--- src/rtl/reg_file_sb.sv ---
// Parametrised register file with two async read ports, one write port,
// optional write-to-read bypass, per-register busy scoreboard and NZP codes.
`timescale 1ns/1ps

module reg_file_sb #(
    parameter int unsigned WIDTH  = 16,
    parameter int unsigned DEPTH  = 8,
    parameter int unsigned AW     = $clog2(DEPTH),
    parameter int unsigned BYPASS = 1
) (
    input  logic             Clk,
    input  logic             reset_n,
    input  logic             wr_en,
    input  logic [AW-1:0]    wr_addr,
    input  logic [WIDTH-1:0] wr_data,
    input  logic             wr_cc,
    input  logic             claim_en,
    input  logic [AW-1:0]    claim_addr,
    input  logic [AW-1:0]    rd_addr0,
    input  logic [AW-1:0]    rd_addr1,
    output logic [WIDTH-1:0] rd_data0,
    output logic [WIDTH-1:0] rd_data1,
    output logic             rd_busy0,
    output logic             rd_busy1,
    output logic             N_out,
    output logic             Z_out,
    output logic             P_out,
    output logic             claim_conflict,
    output logic [DEPTH-1:0] busy_vec
);

    localparam bit BYP = (BYPASS != 0);

    logic [WIDTH-1:0] regs_q [DEPTH];
    logic [WIDTH-1:0] regs_d [DEPTH];
    logic [DEPTH-1:0] busy_q;
    logic [DEPTH-1:0] busy_d;
    logic [2:0]       nzp_q;
    logic [2:0]       nzp_d;
    logic             conflict_q;
    logic             conflict_d;

    logic             byp0_c;
    logic             byp1_c;
    logic             wr_neg_c;
    logic             wr_zero_c;

    assign wr_neg_c  = wr_data[WIDTH-1];
    assign wr_zero_c = (wr_data == '0);

    // Next-state: write, scoreboard update (claim beats retire), CC load, conflict detect
    always_comb begin
        regs_d     = regs_q;
        busy_d     = busy_q;
        nzp_d      = nzp_q;
        conflict_d = 1'b0;
        if (wr_en) begin
            regs_d[wr_addr] = wr_data;
            busy_d[wr_addr] = 1'b0;
            if (wr_cc) begin
                nzp_d = {wr_neg_c, wr_zero_c, ~wr_neg_c & ~wr_zero_c};
            end
        end
        if (claim_en) begin
            conflict_d         = busy_q[claim_addr] & ~(wr_en & (wr_addr == claim_addr));
            busy_d[claim_addr] = 1'b1;
        end
    end

    // State registers
    always_ff @(posedge Clk or negedge reset_n) begin
        if (!reset_n) begin
            for (int i = 0; i < int'(DEPTH); i++) begin
                regs_q[i] <= '0;
            end
            busy_q     <= '0;
            nzp_q      <= '0;
            conflict_q <= 1'b0;
        end else begin
            regs_q     <= regs_d;
            busy_q     <= busy_d;
            nzp_q      <= nzp_d;
            conflict_q <= conflict_d;
        end
    end

    // Read ports: forward same-cycle write data and clear busy for a retiring write
    assign byp0_c = BYP & wr_en & (wr_addr == rd_addr0);
    assign byp1_c = BYP & wr_en & (wr_addr == rd_addr1);

    assign rd_data0 = byp0_c ? wr_data : regs_q[rd_addr0];
    assign rd_data1 = byp1_c ? wr_data : regs_q[rd_addr1];

    assign rd_busy0 = busy_q[rd_addr0] & ~(byp0_c & ~(claim_en & (claim_addr == rd_addr0)));
    assign rd_busy1 = busy_q[rd_addr1] & ~(byp1_c & ~(claim_en & (claim_addr == rd_addr1)));

    assign N_out          = nzp_q[2];
    assign Z_out          = nzp_q[1];
    assign P_out          = nzp_q[0];
    assign claim_conflict = conflict_q;
    assign busy_vec       = busy_q;

endmodule
--- config.mk ---
export PLATFORM = sky130hd
export DESIGN_NAME = reg_file_sb
export DESIGN_NICKNAME = d
export VERILOG_FILES = /design/src/rtl/reg_file_sb.sv
export SDC_FILE = /design/constraint.sdc
export NUM_CORES = 1
export LEC_CHECK = 0
export CORE_MARGIN = 1.5
export CORE_UTILIZATION = 40
export DETAILED_ROUTE_END_ITERATION = 16
export HOLD_SLACK_MARGIN = 0.03
export MAX_ROUTING_LAYER = met4
export PLACE_DENSITY = 0.63
export SYNTH_ARGS = -nofsm -noshare
export SYNTH_HDL_FRONTEND = slang
export SYNTH_SLANG_ARGS = --single-unit
--- constraint.sdc ---
create_clock -name Clk -period 2.85 [get_ports Clk]
set_input_delay 0.57 -clock Clk [delete_from_list [all_inputs] [get_ports Clk]]
set_output_delay 0.57 -clock Clk [all_outputs]
set_load 0.05 [all_outputs]
==> results.md <==
| Quantity | Reported |
| --- | --- |
| Worst hold path class | input port to async pin |
| Residual DRC | 0 |
| Clock buffer count from CTS | 17 |
| Finish-stage setup viols | 0 |
| Effective utilization at floorplan | 40.9% |
| Placement row count | 52 |
| Avg Vias per Cell | 5.80 |
| Layout net count | 644 |
| WL final | 21,100 µm |
| Hold buffer count at cts | 0 |
| First-iteration detailed-routing DRC count | 250 |
| Worst Path Max Fanout | 21 |
| Global route total overflow | 0 |
| Share of the clock period used by the worst path | 98.6% |
| Final-report max-slew violation count | 0 |
| Post-Synthesis Net Count | 556 |
| Highest-count cells in the layout ignoring fill and taps | mux2_2 (194), dfrtp_1 (140), mux4_1 (65), buf_4 (47), clkdlybuf4s50_1 (37) |
| Nature of the critical path endpoint | primary output |
| Average detailed-routed wire length per instance | 23.6 µm |
| Worst IR Drop VDD | 0.336 mV |
| RSZ-0062 raised after global routing | no |
| Required time at the worst-slack endpoint | 2280 ps |
| Total Neg Setup Slack | 0 ps |
| Clock Latency Late Sink | 420 ps |
| Synthesis-to-finish area growth | 23.5% |
| Synthesized instance count | 523 |
| Half-perimeter wire length after detailed placement | 13,900 µm |
| Die width | 147 µm |
| H-tree level count | 4 |
| Period minus WS final | 2810 ps |
| Largest net degree at the start of global routing | 57 |
| Number of clock sinks | 140 |
| Number of synthesized register bits | 140 |
| Antenna violations before repair | 0 |
| Total number of vias | 5,176 |
| Part of the Yosys area used for sequential elements | 42.2% |
| Detailed-router iteration count before antenna repair | 4 |
| Cell area after synthesis | 0.00830 mm² |
| Worst path arrival time | 2240 ps |
| Placeable core region | 0.0203 mm² |
| Max Clock Skew | 3.71 ps |
| Antenna fix cells | 0 |
| Number of antenna-violating nets in the routed design | 0 |
| First-pass GRT wire length | 33,400 µm |
| Y dimension of the die | 147 µm |
| PwrDens | 716 mW/mm² |
| Slew at the pin closest to its max-slew limit | 546 ps |
| Finished Core Util | 50.5% |
| Post-route design area | 0.0103 mm² |
| CTS tree | done |
| Share of layout cells above drive strength 1 | 50.7% |
| Timing-limited maximum frequency | 0.356 GHz |
| Quantity of I/O buffers inserted on ports | 78 |
| Deepest clock path buffer count | 2 |
| Placer Congestion | 0.792 |
| Overall track demand over capacity in global routing | 21.3% |
| Worst slew slack as a fraction of its limit | 63.6% |
| Most common cell after layout, fill and taps aside | mux2_2 |
| Placed cell areas | 0.00967 mm² |
| Outcome | complete, no violations |
| Number of max-capacitance violations reported | 0 |
| Total of warnings raised by yosys | 0 |
| Area enclosed by the die boundary | 0.0216 mm² |
| Count of cell types in the netlist | 28 |
| Count of pins on the block boundary | 79 |
| Number of failing hold endpoints at the final stage | 0 |
| Synthesized area divided by synthesized cell count | 15.9 µm² |
| Nature of the critical path startpoint | input port |
| Via count of the first global-routing pass | 5,653 |
| Crit Path Category | input port to primary output |
| Root Buffer Master | clkbuf_16 |
| Static leakage | 4.36 nW |
| Clock transition at the register clock pins on the worst setup and hold paths after CTS | 60 ps |
| Minimum hold slack | 111 ps |
-- routing by layer --
metal	vias up	track usage (%)	part of all wire (%)	wire length, µm
li1	2266	-	-	-
met1	2745	26.7	43	9080
met2	132	35.0	51	10800
met3	33	3.60	4.1	856
met4	0	7.45	1.9	403
met5	-	-	0	0
-- critical path, stage by stage --
cell and delay (ps):
buf_2 140, buf_12 210, mux4_1 570, mux2_2 290, mux2_2 300, buf_12 160
-- where the power goes --
part | switching (mW) | leakage [nW] | internal [mW]
logic | 1.23 | 2.43 | 1.41
registers | 0.314 | 1.68 | 2.42
clock network | 0.818 | 0.246 | 1.15
-- flip-flops by register name, indices dropped and copies added, names as in the netlist --
register / count
claim_conflict: 1
nzp_q: 3
busy_vec: 8
regs_q: 128
-- cell type report --
type                       count  area, µm²
clock buffer                  24        472
clock inverter                 7       42.5
fill                        1721      10000
inverter                       4       15.0
multi-input combinational    326       4460
sequential                   140       3500
tap                          270        338
timing repair buffer         122       1420
-- kinds of logic (layout without fill, tap and decap cells) --
| kind of cell | Yosys count | count (layout) | share of synthesized area (%) |
|---|---|---|---|
| mux | 264 | 264 | 48.3 |
| simple gates | 35 | 35 | 2.80 |
| xor+xnor | 15 | 15 | 1.58 |
| buf+inv | 57 | 157 | 4.08 |
| compound gates | 12 | 12 | 1.04 |
| flops | 140 | 140 | 42.2 |
-- Yosys cell counts --
| library cell | n | area share, % |
|---|---|---|
| clkbuf_1 | 24 | 1.1 |
| xnor2_1 | 15 | 1.6 |
| buf_2 | 13 | 0.78 |
| nand4_1 | 4 | 0.30 |
| nor3_2 | 2 | 0.24 |
| o21ai_0 | 5 | 0.30 |
| o32ai_1 | 2 | 0.21 |
| nor2_1 | 1 | 0.045 |
| mux4_1 | 66 | 21 |
| and4_1 | 2 | 0.21 |
| buf_1 | 1 | 0.045 |
| mux2_2 | 194 | 26 |
| o22ai_1 | 2 | 0.15 |
| nor3b_2 | 2 | 0.30 |
| nand2b_1 | 6 | 0.45 |
| buf_8 | 2 | 0.36 |
| o221a_2 | 2 | 0.27 |
| buf_6 | 10 | 1.4 |
| nor4_1 | 4 | 0.30 |
| nand4_2 | 1 | 0.15 |
| nand4b_1 | 3 | 0.32 |
| mux4_2 | 4 | 1.1 |
| buf_4 | 3 | 0.27 |
| dfrtp_1 | 140 | 42 |
| inv_1 | 4 | 0.18 |
| and3_1 | 1 | 0.075 |
| nand2_1 | 9 | 0.41 |
| a22o_1 | 1 | 0.11 |
-- path summary, 6_finish.rpt --
kind                              from              to  slack, ps  cells after the start
setup / recovery           rd_addr1[0]     rd_data1[1]         40                      6
hold / removal                 reset_n      regs_q[48]        110                      1
setup reg to reg           busy_vec[2]  claim_conflict       1390                      3
hold reg to reg               nzp_q[1]        nzp_q[1]        490                      2
max in group asynchronous      reset_n       regs_q[8]       1960                      2
min in group Clk              nzp_q[1]        nzp_q[1]        490                      2
-- stage by stage --
step | total power, mW | worst slack, ps | cells
floorplan | 4.48 | 248 | 523
global placement | 5.33 | -227 | 859
detailed placement | 5.41 | -284 | 859
CTS | 7.40 | 19.8 | 893
global route | 7.68 | 2.75 | 893
finish | 7.35 | 39.9 | 893
-- timing repair --
action / 4_1_cts / 5_1_grt
buffers inserted: 1 / 0
cloned: 2 / 0
resized for setup: 12 / 2
endpoints found under the setup margin: 34 / 2
Power figures use the tool's default switching activity.
